<file path="src/rtl/ranger.sv">
// Purpose : shared register map, CTRL/STAT bit positions and CTRL struct for gp_timer.
// Latency : n/a (constants, types and a pure packing function only).
// Backpressure: n/a.
//
// Contents:
//   ADDR_*        word offsets decoded from bus_addr
//   CTRL_*_BIT    CTRL bit positions, CTRL_PRESCALE_LSB/W for the prescale field
//   STAT_*_BIT    STAT bit positions (write-1-to-clear flags)
//   timer_ctrl_t  packed view of the implemented CTRL bits
//   ctrl_pack()   expands timer_ctrl_t into the 32-bit CTRL read image
package ranger;

    localparam logic [2:0] ADDR_CTRL = 3'd0;
    localparam logic [2:0] ADDR_CNT  = 3'd1;
    localparam logic [2:0] ADDR_CMP  = 3'd2;
    localparam logic [2:0] ADDR_STAT = 3'd3;
    localparam logic [2:0] ADDR_CAP  = 3'd4;

    localparam int CTRL_EN_BIT       = 0;
    localparam int CTRL_ONESHOT_BIT  = 1;
    localparam int CTRL_IE_BIT       = 2;
    localparam int CTRL_CAPIE_BIT    = 3;
    localparam int CTRL_PRESCALE_LSB = 8;
    localparam int CTRL_PRESCALE_W   = 8;

    localparam int STAT_OVF_BIT  = 0;
    localparam int STAT_CAPF_BIT = 1;

    typedef struct packed {
        logic [CTRL_PRESCALE_W-1:0] prescale;
        logic                       capie;
        logic                       ie;
        logic                       oneshot;
        logic                       en;
    } timer_ctrl_t;

    // Unimplemented CTRL bits read back as zero.
    function automatic logic [31:0] ctrl_pack(input timer_ctrl_t c);
        logic [31:0] w;
        w = '0;
        w[CTRL_EN_BIT]      = c.en;
        w[CTRL_ONESHOT_BIT] = c.oneshot;
        w[CTRL_IE_BIT]      = c.ie;
        w[CTRL_CAPIE_BIT]   = c.capie;
        w[CTRL_PRESCALE_LSB +: CTRL_PRESCALE_W] = c.prescale;
        return w;
    endfunction

endpackage

</file>
<file path="src/rtl/sync2.sv">
// Purpose : two-flop synchronizer for a single asynchronous level, both flops reset to 0.
// Latency : 2 clk cycles from d to q.
// Backpressure: none (free-running sampler).
//
// Ports: clk, rst_n (synchronous, active-low), d (async input), q (synchronized output).
// Only needed by capture builds (GP_TIMER_CAPTURE_EN); the module body is compiled
// only under that macro so non-capture builds carry no orphan top-level module.
`ifdef GP_TIMER_CAPTURE_EN
module sync2 (
    input  logic clk,
    input  logic rst_n,
    input  logic d,
    output logic q
);

    logic r_meta;
    logic r_sync;

    always_ff @(posedge clk) begin
        if (!rst_n) begin
            r_meta <= 1'b0;
            r_sync <= 1'b0;
        end else begin
            r_meta <= d;
            r_sync <= r_meta;
        end
    end

    assign q = r_sync;

endmodule
`endif

</file>
<file path="src/rtl/gp_timer.sv">
// Purpose : general-purpose prescaled 32-bit timer with compare/reload, overflow IRQ and optional capture.
// Latency : register writes take effect on the next edge; timer_int is a one-cycle pulse the cycle after the event.
// Backpressure: none; the bus accepts every read/write strobe, reads are combinational.
//
// Ports:
//   clk, rst_n          clock, synchronous active-low reset
//   bus_rd_en/wr_en     register read/write strobes
//   bus_addr[2:0]       word offset: 0 CTRL, 1 CNT, 2 CMP, 3 STAT, 4 CAP (5-7 read 0)
//   bus_wr_data[31:0]   write data; bus_rd_data[31:0] combinational read data
//   timer_int           single-cycle interrupt pulse to the trap unit's pending-bit set input
//   capture_in          async capture pin, present only when GP_TIMER_CAPTURE_EN is defined
// Build option: GP_TIMER_CAPTURE_EN adds capture_in, its synchronizer, CAP, CAPF and CAPIE.
module gp_timer
    import ranger::*;
#(
    parameter logic [31:0] RESET_CMP = 32'hFFFF_FFFF
) (
    input  logic        clk,
    input  logic        rst_n,
    input  logic        bus_rd_en,
    input  logic        bus_wr_en,
    input  logic [2:0]  bus_addr,
    input  logic [31:0] bus_wr_data,
    output logic [31:0] bus_rd_data,
    output logic        timer_int
`ifdef GP_TIMER_CAPTURE_EN
    ,
    input  logic        capture_in
`endif
);

    timer_ctrl_t r_ctrl;
    logic [31:0] r_cnt;
    logic [31:0] r_cmp;
    logic [CTRL_PRESCALE_W-1:0] r_presc;
    logic        r_ovf;
    logic        r_capf;
    logic        r_int;

    timer_ctrl_t w_ctrl_wdat;
    logic        w_wr_ctrl;
    logic        w_wr_cnt;
    logic        w_wr_cmp;
    logic        w_wr_stat;
    logic        w_tick;
    logic        w_match;
    logic        w_ovf_evt;
    logic        w_cap_evt;
    logic [31:0] w_cap_val;
    logic [31:0] w_stat;

    // ------------------------------------------------------------------
    // Write decode
    // ------------------------------------------------------------------
    assign w_wr_ctrl = bus_wr_en && (bus_addr == ADDR_CTRL);
    assign w_wr_cnt  = bus_wr_en && (bus_addr == ADDR_CNT);
    assign w_wr_cmp  = bus_wr_en && (bus_addr == ADDR_CMP);
    assign w_wr_stat = bus_wr_en && (bus_addr == ADDR_STAT);

    always_comb begin
        w_ctrl_wdat          = '0;
        w_ctrl_wdat.en       = bus_wr_data[CTRL_EN_BIT];
        w_ctrl_wdat.oneshot  = bus_wr_data[CTRL_ONESHOT_BIT];
        w_ctrl_wdat.ie       = bus_wr_data[CTRL_IE_BIT];
`ifdef GP_TIMER_CAPTURE_EN
        w_ctrl_wdat.capie    = bus_wr_data[CTRL_CAPIE_BIT];
`else
        // No capture hardware: CAPIE is hard-wired to 0 and ignores writes.
        w_ctrl_wdat.capie    = 1'b0;
`endif
        w_ctrl_wdat.prescale = bus_wr_data[CTRL_PRESCALE_LSB +: CTRL_PRESCALE_W];
    end

    // ------------------------------------------------------------------
    // Tick / overflow qualification
    // ------------------------------------------------------------------
    assign w_tick  = r_ctrl.en && (r_presc == r_ctrl.prescale);
    assign w_match = (r_cnt == r_cmp);
    // A software CNT write in a tick cycle owns the counter, so it also
    // suppresses the overflow that the old value would have produced.
    assign w_ovf_evt = w_tick && w_match && !w_wr_cnt;

    // ------------------------------------------------------------------
    // Capture path
    // ------------------------------------------------------------------
`ifdef GP_TIMER_CAPTURE_EN
    logic        w_cap_sync;
    logic        r_cap_sync_d;
    logic [31:0] r_cap;

    sync2 u_sync2 (
        .clk   (clk),
        .rst_n (rst_n),
        .d     (capture_in),
        .q     (w_cap_sync)
    );

    // Rising edge of the synchronized pin; CAP samples CNT as it stands in
    // that cycle (i.e. two cycles after the pin was first seen high).
    assign w_cap_evt = w_cap_sync && !r_cap_sync_d;

    always_ff @(posedge clk) begin
        if (!rst_n) begin
            r_cap_sync_d <= 1'b0;
            r_cap        <= '0;
        end else begin
            r_cap_sync_d <= w_cap_sync;
            if (w_cap_evt) begin
                r_cap <= r_cnt;
            end
        end
    end

    assign w_cap_val = r_cap;
`else
    assign w_cap_evt = 1'b0;
    assign w_cap_val = '0;
`endif

    // ------------------------------------------------------------------
    // Register state
    // ------------------------------------------------------------------
    always_ff @(posedge clk) begin
        if (!rst_n) begin
            r_ctrl  <= '0;
            r_cnt   <= '0;
            r_cmp   <= RESET_CMP;
            r_presc <= '0;
            r_ovf   <= 1'b0;
            r_capf  <= 1'b0;
            r_int   <= 1'b0;
        end else begin
            // A CTRL write always wins, so rewriting ONESHOT=1 in the
            // overflow cycle leaves EN at whatever software wrote.
            if (w_wr_ctrl) begin
                r_ctrl <= w_ctrl_wdat;
            end else if (w_ovf_evt && r_ctrl.oneshot) begin
                r_ctrl.en <= 1'b0;
            end

            // Prescaler idles at 0 while disabled, so enabling always starts
            // a fresh prescale period; a disabling write clears it at once.
            if (!r_ctrl.en || (w_wr_ctrl && !w_ctrl_wdat.en) || w_tick) begin
                r_presc <= '0;
            end else begin
                r_presc <= r_presc + 1'b1;
            end

            if (w_wr_cnt) begin
                r_cnt <= bus_wr_data;
            end else if (w_tick) begin
                r_cnt <= w_match ? 32'd0 : r_cnt + 32'd1;
            end

            if (w_wr_cmp) begin
                r_cmp <= bus_wr_data;
            end

            // W1C with set priority: a new event in the clearing cycle survives.
            r_ovf  <= (r_ovf  && !(w_wr_stat && bus_wr_data[STAT_OVF_BIT]))  || w_ovf_evt;
            r_capf <= (r_capf && !(w_wr_stat && bus_wr_data[STAT_CAPF_BIT])) || w_cap_evt;

            // Both sources merge into one pulse when they coincide.
            r_int <= (w_ovf_evt && r_ctrl.ie) || (w_cap_evt && r_ctrl.capie);
        end
    end

    assign timer_int = r_int;

    // ------------------------------------------------------------------
    // Read mux
    // ------------------------------------------------------------------
    always_comb begin
        w_stat                = '0;
        w_stat[STAT_OVF_BIT]  = r_ovf;
        w_stat[STAT_CAPF_BIT] = r_capf;
    end

    always_comb begin
        bus_rd_data = '0;
        if (bus_rd_en) begin
            case (bus_addr)
                ADDR_CTRL: bus_rd_data = ctrl_pack(r_ctrl);
                ADDR_CNT:  bus_rd_data = r_cnt;
                ADDR_CMP:  bus_rd_data = r_cmp;
                ADDR_STAT: bus_rd_data = w_stat;
                ADDR_CAP:  bus_rd_data = w_cap_val;
                default:   bus_rd_data = '0;
            endcase
        end
    end

endmodule

</file>
<file path="config.mk">
export PLATFORM = sky130hd
export DESIGN_NAME = gp_timer
export DESIGN_NICKNAME = d
export VERILOG_FILES = /design/src/rtl/ranger.sv /design/src/rtl/sync2.sv /design/src/rtl/gp_timer.sv
export SDC_FILE = /design/constraint.sdc
export NUM_CORES = 1
export LEC_CHECK = 0
export CAP_MARGIN = 30
export CORE_MARGIN = 1.5
export CORE_UTILIZATION = 59
export CTS_BUF_LIST = sky130_fd_sc_hd__clkbuf_8 sky130_fd_sc_hd__clkbuf_16
export CTS_CLUSTER_DIAMETER = 50
export DETAILED_ROUTE_END_ITERATION = 10
export GPL_TIMING_DRIVEN = 0
export HOLD_SLACK_MARGIN = 0.15
export MAX_ROUTING_LAYER = met4
export PLACE_DENSITY = 0.84
export SKIP_LAST_GASP = 1
export SYNTH_ARGS = -nofsm -noshare
export SYNTH_HDL_FRONTEND = slang
export SYNTH_SLANG_ARGS = --single-unit
</file>
<file path="constraint.sdc">
create_clock -name clk -period 5 [get_ports clk]
set_input_delay 1 -clock clk [delete_from_list [all_inputs] [get_ports clk]]
set_output_delay 1 -clock clk [all_outputs]
set_load 0.01 [all_outputs]
</file>
-- Word level (Yosys, flattened, before mapping)
Cells that the tools add are included.
W data, S select, Z words.
- $add $sub $neg: 2
- equality and inequality tests: 5
- muxes and demuxes: 7
- bitwise gates (word level): 1
- reduce and logical (&&, ||, !) cells: 26
- operator list (operator ; number):
    $mux W32 ; 4
    $pmux W32 S4 ; 1
    $add A32 B1 Y32 const B ; 1
    $eq A32 B32 Y1 ; 1
    $logic_and A1 B1 Y1 ; 14
    $add A8 B1 Y8 const B ; 1
    $eq A8 B8 Y1 ; 1
    $eq A3 B2 Y1 const B ; 2
    $logic_not A1 Y1 ; 5
    $reduce_bool A2 Y1 ; 2
    $eq A3 B1 Y1 const B ; 1
    $logic_not A3 Y1 ; 1
    $logic_or A1 B1 Y1 ; 3
    $mux W1 ; 2
    $reduce_or A2 Y1 ; 1
    $not A1 Y1 ; 1
- register bits after elaboration: 86
- input bits: 39
- output and inout port bits: 33
- logic and storage cells: 51

-- Logic depth before layout (Yosys ltp)
Gate-level depths: netlist (run 1).
- depth in word-level cells: 7
- mapped depth: 9

-- Worst setup path after synthesis (run 1)
OpenSTA, ideal clock, no wires.
- kind: input -> output
- start: in bus_addr[1]
- end: out bus_rd_data[16]
- data arrival time: 2410 ps
- data required time: 4000 ps
- slack: 1590 ps
- stages on the path: 7
- path through: buf_2 -> nor2b_1 -> clkbuf_1 -> nor2b_1 -> clkbuf_1 -> a22oi_1 -> nor2_1
- word-level cells in the longest chain between the ends: 3
- elaborated cells between the ends (all ways): 6
- classes of those cells: 3 x eq/ne; 2 x mux; 1 x reduce/logical
- RTL lines (element ; RTL line ; source):
    start, declared ; gp_timer.sv:22 ; input logic [2:0] bus_addr,
    $eq A3 B2 Y1, or another cell as far along ; gp_timer.sv:182 ; case (bus_addr)
    $pmux W32 S4 (*) ; gp_timer.sv:182 ;
    $mux W32 (*) ; gp_timer.sv:181 ; if (bus_rd_en) begin
    end, declared ; gp_timer.sv:24 ; output logic [31:0] bus_rd_data,
Mark *: on every way between the ends. The rest lies on a longest branch, timed or not.

-- Final worst setup path (run 1)
- start: in bus_addr[1]
- end: out bus_rd_data[24]
Same word-level chain as after synthesis.

==> results of run 1 <==
layer usage:
layer	up-vias	global-route usage, %
li1	2422	-
met1	2460	49.01
met2	296	60.99
met3	44	4.797
met4	0	17.79
met5	-	-
area by class of cell:
cell class                      instances  area (µm²)  share of cell area, %
Timing Repair Buffer                   68       680.7                  11.65
Multi-Input combinational cell        510        2889                  49.44
Tap cell                              102       127.6                  2.184
Inverter                                4       15.01                 0.2570
Sequential cell                        86        1722                  29.46
Buffer                                 53       211.5                  3.619
Clock buffer                            9       123.9                  2.120
Clock inverter                          7       73.82                  1.263
stage by stage:
step	hold slack, ns	power, mW	area (µm²)	setup WS (ns)
CTS	0.4466	1.445	5843	0.5933
finish	0.4560	1.458	5843	0.5224
global placement	0.4240	0.9426	5645	0.6327
detailed placement	0.4287	0.9479	5645	0.6016
floorplan	0.4108	0.8567	4837	1.590
global route	0.4646	1.494	5843	0.3979
flip-flops by register name (all words and copies together), names as in the netlist:
signal     flops
timer_int      1
r_presc        8
r_ctrl        11
r_capf         1
r_cmp         32
r_ovf          1
r_cnt         32
worst max path at each step:
stage / to / slack [ns] / depth (start not counted)
after floorplan: bus_rd_data[16] / 1.59 / 7
after global routing: bus_rd_data[30] / 0.40 / 8
final: bus_rd_data[24] / 0.52 / 8
after detailed placement: bus_rd_data[24] / 0.60 / 8
after CTS: bus_rd_data[24] / 0.59 / 8
after global placement: bus_rd_data[30] / 0.63 / 8
tightest hold or removal path, stage by stage (launching register included):
cell and delay (ns):
dfxtp_1 0.32, nand2_1 0.06, a41oi_1 0.04
power by group through the flow:
stage / Combinational [mW] / Clock (mW) / Sequential [mW]
floorplan: 0.117 / 0 / 0.739
global route: 0.223 / 0.538 / 0.733
CTS: 0.203 / 0.511 / 0.730
finish: 0.209 / 0.517 / 0.731
detailed placement: 0.202 / 0 / 0.746
global placement: 0.198 / 0 / 0.745
cells in the final DEF (no fill, tap or decap), types with 11 or more instances in the layout:
cell type	n
nand2_1	126
dfxtp_1	86
nand3_1	69
clkdlybuf4s50_1	68
nor2_1	62
xnor2_1	52
clkbuf_1	47
a21oi_1	31
a22oi_1	21
o21ai_0	20
nand4_1	17
a31oi_1	16
xor2_1	12
mux2i_1	11
kinds of logic after synthesis:
logic type      Yosys count
fa+ha+maj                 2
buf+inv                  57
xor+xnor                 64
compound gates          104
simple gates            327
mux                      13
flops                    86
==> metrics.cfg, run 1 <==
[synth]
synthTopCellsByArea = dfxtp_1, nand2_1, xnor2_1, nand3_1, nor2_1
ys.warnings.count = 0
synth_common_cells = nand2_1, dfxtp_1, nand3_1, nor2_1, xnor2_1
ys_ff_latch = 86
synth_cell_type_count = 43
ys.flop_type = dfxtp_1
yosysSeqAreaShare_pct = 35.59
yosysMostFrequentCell = nand2_1
synth_edf_count = 0
synth-compound-area-share_pct = 13.27
yosys.area_share.simple_pct = 31.14
synth_nets = 694
yosys.area_share.adder_pct = 0.5173
synth_top_area_share_pct = 35.59
syn_inst = 653
synth_xor_xnor_area_share_pct = 11.59
async_reset_ff_share_pct = 0
synth_area_um2 = 4837
muxShareOfSynthArea_pct = 3.207
synth_top_area_cell = dfxtp_1
synth_top_family_by_area = simple AND/OR/NAND/NOR gates
syn_area_per_cell_um2 = 7.408

[timing]
grt_setup_unrepaired = false
clock.fmax_ghz = 0.2233
tns_ns = 0
slew-limit-headroom_pct = 41.12
finalCritPeriodShare_pct = 89.55
min_period_ns = 4.478
finalMaxSlewViolations = 0
finalSetupViolCount = 0
worst_slew_pin_slew_ns = 0.8751
final.setup_skew_ns = 0.01002
hold_violations = 0

[clocking]
cts_hold_buf = 0
clk_pin_slew_worst_paths_ns = 0.10
worstSkewPairLatency_ns = 0.38
cts_tree = done
post-cts-setup-buffers = 0
cts_buffer_depth = 2
cts_inserted_buffers = 9
cts_root_buf = clkbuf_8
cts.sinks = 86
cts_max_level = 3
cts_resized = 0

[worst_setup_path]
crit_type = input pin to primary output
r2r_setup_slack_ns = 2.01
regToRegEndpoint = r_cnt[5]
path_delay_family = buffers and inverters
required_ns = 4.00
cp-end-kind = primary output
crit_buf_inv = 4
path_max_fanout = 10
cp-start-kind = input pin
arrival_ns = 3.48
path_cells = buf_2 -> nor2b_1 -> clkbuf_1 -> nor2b_1 -> clkbuf_1 -> a22oi_1 -> nor2_1 -> clkdlybuf4s50_1
cp-startpoint = bus_addr[1]
worst-r2r-cell-count = 8
worstReg2RegStart = r_cnt[24]
cp_slowest_cell = clkdlybuf4s50_1
cp_slowest_stage_delay_ns = 0.55

[die]
start_util_pct = 61.64
row_count = 32
die-area_um2 = 8751
die_height_um = 93.55
ioPinCount = 72
die_x_um = 93.55
core_area_um2 = 7848

[detailed_routing]
drc = 0
routed_wl_um = 16090
via_per_inst = 6.224
drt_iter0_drc = 546
wl_per_cell_um = 19.18
via_count = 5222
firstDrtPassIters = 5
top_layer = met4
route.met2.wl_um = 7446
wl_met3_um = 1349
drt-met1-wl_um = 6777
final_antenna_net_count = 0

[power_and_ir_drop]
p_int_mw = 1.031
vdd_drop_max_v = 0.0001808
power_density_nw_per_um2 = 249.5
combPwrFrac_pct = 14.3
leakagePower_nw = 2.029
pwr-share-seq_pct = 50.2
p_sw_uw = 426.3
clkPwrFrac_pct = 35.5
sw_frac_of_total_pct = 29.25

[cells_and_area]
stdcell_count = 839
antennaDiodeCount = 0
area_delta_synth_final_pct = 20.80
fin_nets = 773
post-route-util_pct = 74.46
layout-drive-gt1-share_pct = 3.392
fill_cells = 661

[place]
io_buffers = 68
dp.cells = 823
dp_hpwl_um = 11820
gp_congestion = 0.9781

[global_routing]
grt_antenna_before_repair = 0
track_usage_pct = 38.48
grt_pass1_vias = 4824
grt_max_degree = 16
grt_first_pass_wirelength_um = 25050
globalRoute.totalOverflow = 0

[job]
drv_cap = 0

[worst_hold_path]
hold_class = register to register
hold_start = r_capf
holdPathStages = 2
hold_path_end = r_capf

[status]
status = finished, final reports clean

Power figures use the tool's default switching activity.
==> run 2: changes to the inputs <==
--- a/config.mk
+++ b/config.mk
@@ -15,6 +15,7 @@
 export HOLD_SLACK_MARGIN = 0.15
 export MAX_ROUTING_LAYER = met4
 export PLACE_DENSITY = 0.84
+export SKIP_CTS_REPAIR_TIMING = 1
 export SKIP_LAST_GASP = 1
 export SYNTH_ARGS = -nofsm -noshare
 export SYNTH_HDL_FRONTEND = slang
==> results of run 2 <==
No change in the layout: final DEF, timing and power equal those of run 1.
==> run 3: changes to the inputs <==
--- a/config.mk
+++ b/config.mk
@@ -7,14 +7,14 @@
 export LEC_CHECK = 0
 export CAP_MARGIN = 30
 export CORE_MARGIN = 1.5
-export CORE_UTILIZATION = 59
+export CORE_UTILIZATION = 55
 export CTS_BUF_LIST = sky130_fd_sc_hd__clkbuf_8 sky130_fd_sc_hd__clkbuf_16
 export CTS_CLUSTER_DIAMETER = 50
 export DETAILED_ROUTE_END_ITERATION = 10
 export GPL_TIMING_DRIVEN = 0
 export HOLD_SLACK_MARGIN = 0.15
 export MAX_ROUTING_LAYER = met4
-export PLACE_DENSITY = 0.84
+export PLACE_DENSITY = 0.79
 export SKIP_CTS_REPAIR_TIMING = 1
 export SKIP_LAST_GASP = 1
 export SYNTH_ARGS = -nofsm -noshare
==> run 3 against run 2 <==
Effect of this change: die area grew 7.0%; power grew 1.4%; via count shrank 0.52%; worst hold slack lost 0.0041 ns; combinational power is essentially flat; final area grew 0.24%; cell count grew 0.60%.
==> metrics.cfg, run 3 (same netlist as run 1, synthesis figures left out) <==
[detailed_routing]
wl_per_cell_um = 19.47  ; was 19.18 µm
via_count = 5195  ; was 5,222
drc = 0  ; unchanged
via_per_inst = 6.155  ; was 6.224
final_antenna_net_count = 0  ; unchanged
drt_iter0_drc = 446  ; was 546
firstDrtPassIters = 5  ; unchanged
routed_wl_um = 16430  ; was 16,090 µm

[cells_and_area]
area_delta_synth_final_pct = 21.08  ; was 20.80%
stdcell_count = 844  ; was 839
fin_nets = 773  ; unchanged
final_cell_mix = nand2_1, dfxtp_1, nand3_1  ; unchanged
antennaDiodeCount = 0  ; unchanged
layout-drive-gt1-share_pct = 2.989  ; was 3.392%
final_area_um2 = 5857  ; was 5843 µm²
fill_cells = 765  ; was 661
reg.largest.list = r_cmp x32, r_cnt x32, r_ctrl x11  ; unchanged
final_common_cell = nand2_1  ; unchanged

[power_and_ir_drop]
p_total_mw = 1.477  ; was 1.458 mW
leakagePower_nw = 2.037  ; was 2.029 nW
power_density_nw_per_um2 = 252.3  ; was 249.5 nW/µm²
vdd_drop_max_v = 0.0001673  ; was 0.0001808 V

[clocking]
cts.sinks = 86  ; unchanged
cts_tree = done  ; unchanged
cts_inserted_buffers = 9  ; unchanged
worstSkewPairLatency_ns = 0.38  ; about the same
clk_pin_slew_worst_paths_ns = 0.09  ; was 0.10 ns
cts_root_buf = clkbuf_8  ; unchanged
cts_max_level = 3  ; unchanged
cts_buffer_depth = 2  ; unchanged

[timing]
min_period_ns = 4.563  ; was 4.478 ns
final.setup_skew_ns = 0.01509  ; was 0.01002 ns
slew-limit-headroom_pct = 37.66  ; was 41.12%
tns_ns = 0  ; unchanged
finalSetupViolCount = 0  ; unchanged
clock.fmax_ghz = 0.2192  ; was 0.2233 GHz
grt_setup_unrepaired = false  ; unchanged
whs_ns = 0.4519  ; was 0.4560 ns
finalMaxSlewViolations = 0  ; unchanged
worst_slew_pin_slew_ns = 0.9266  ; was 0.8751 ns
finalCritPeriodShare_pct = 91.26  ; was 89.55%
hold_violations = 0  ; unchanged

[global_routing]
grt_pass1_vias = 4996  ; was 4,824
track_usage_pct = 36.12  ; was 38.48%
grt_first_pass_wirelength_um = 26040  ; was 25,050 µm
grt_antenna_before_repair = 0  ; unchanged
grt_max_degree = 14  ; was 16
globalRoute.totalOverflow = 0  ; unchanged

[status]
status = finished, final reports clean  ; unchanged

[worst_setup_path]
crit_type = input pin to primary output  ; unchanged
path_cells = buf_2 -> nor2b_1 -> clkbuf_1 -> nor2b_1 -> clkbuf_1 -> a22oi_1 -> nor2_1 -> clkdlybuf4s50_1  ; unchanged
path_max_fanout = 10  ; unchanged
cp_slowest_stage_delay_ns = 0.55  ; about the same
regToRegEndpoint = r_cnt[11]  ; was r_cnt[5]
cp-startpoint = bus_addr[1]  ; unchanged
cp-start-kind = input pin  ; unchanged
worstReg2RegStart = r_cnt[24]  ; unchanged
required_ns = 4.00  ; about the same
cp-end-kind = primary output  ; unchanged
r2r_setup_slack_ns = 1.97  ; was 2.01 ns
arrival_ns = 3.56  ; was 3.48 ns
cp_slowest_cell = clkdlybuf4s50_1  ; unchanged
worst-r2r-cell-count = 8  ; unchanged
setup.worst_path.end = bus_rd_data[30]  ; was bus_rd_data[24]

[worst_hold_path]
hold_class = register to register  ; unchanged

[place]
dp.cells = 829  ; was 823
gp_congestion = 1.017  ; was 0.9781
post_dp_cell_area_um2 = 5653  ; was 5645 µm²
io_buffers = 68  ; unchanged
dp_hpwl_um = 12250  ; was 11,820 µm

[die]
die_height_um = 96.78  ; was 93.55 µm
ioPinCount = 72  ; unchanged
core_area_um2 = 8636  ; was 7848 µm²
start_util_pct = 56.01  ; was 61.64%
die-area_um2 = 9366  ; was 8751 µm²
row_count = 34  ; was 32
die_x_um = 96.78  ; was 93.55 µm

[job]
drv_cap = 0  ; unchanged

==> run 3: changes by cell type in the layout (fill, tap and decap cells not counted), sizes merged <==
cell and delta:
inv +1, clkinv -3, bufinv +1
==> run 3: worst min path at each step <==
stage	startpoint	endpoint	slack (ns)	cells past startpoint
global route	r_capf	r_capf	0.50	2
finish	r_capf	r_capf	0.45	2
detailed placement	r_capf	r_capf	0.42	2
floorplan	r_capf	r_capf	0.41	2
CTS	r_capf	r_capf	0.45	2
global placement	r_capf	r_capf	0.43	2
==> run 3: power breakdown <==
part	switching, mW	leakage, nW	total [mW]	internal, mW
Sequential	0.0240	0.699	0.731	0.707
Combinational	0.117	1.23	0.209	0.0912
Clock	0.263	0.108	0.538	0.275
==> run 3: cell type report <==
type	instances	area (µm²)	share of cell area [%]
Tap cell	108	135.1	2.307
Clock inverter	6	80.08	1.367
Timing Repair Buffer	68	680.7	11.62
Inverter	4	15.01	0.2564
Multi-Input combinational cell	510	2889	49.33
Sequential cell	86	1722	29.40
Buffer	53	211.5	3.610
Clock buffer	9	123.9	2.115
==> run 3: layer usage <==
layer / global-route usage (%) / share of wire (%) / vias to the layer above
met5: - / 0 / -
met4: 15.50 / 2.9 / 0
met3: 5.564 / 8.6 / 45
met2: 57.72 / 47 / 311
met1: 45.58 / 41 / 2427
li1: - / - / 2412
==> run 3: through the flow <==
step | worst slack (ns) | util, %
3_3_place_gp | 0.5824 | 65.46
4_1_cts | 0.5320 | 67.82
6_report | 0.4372 | 67.82
2_1_floorplan | 1.590 | -
3_5_place_dp | 0.5349 | 65.46
5_1_grt | 0.3110 | 67.82
==> run 3: worst max-delay path, delay by kind of cell <==
family	cells	cell delay, ns
buf+inv	4	1.57
compound gates	1	0.20
simple gates	3	0.79
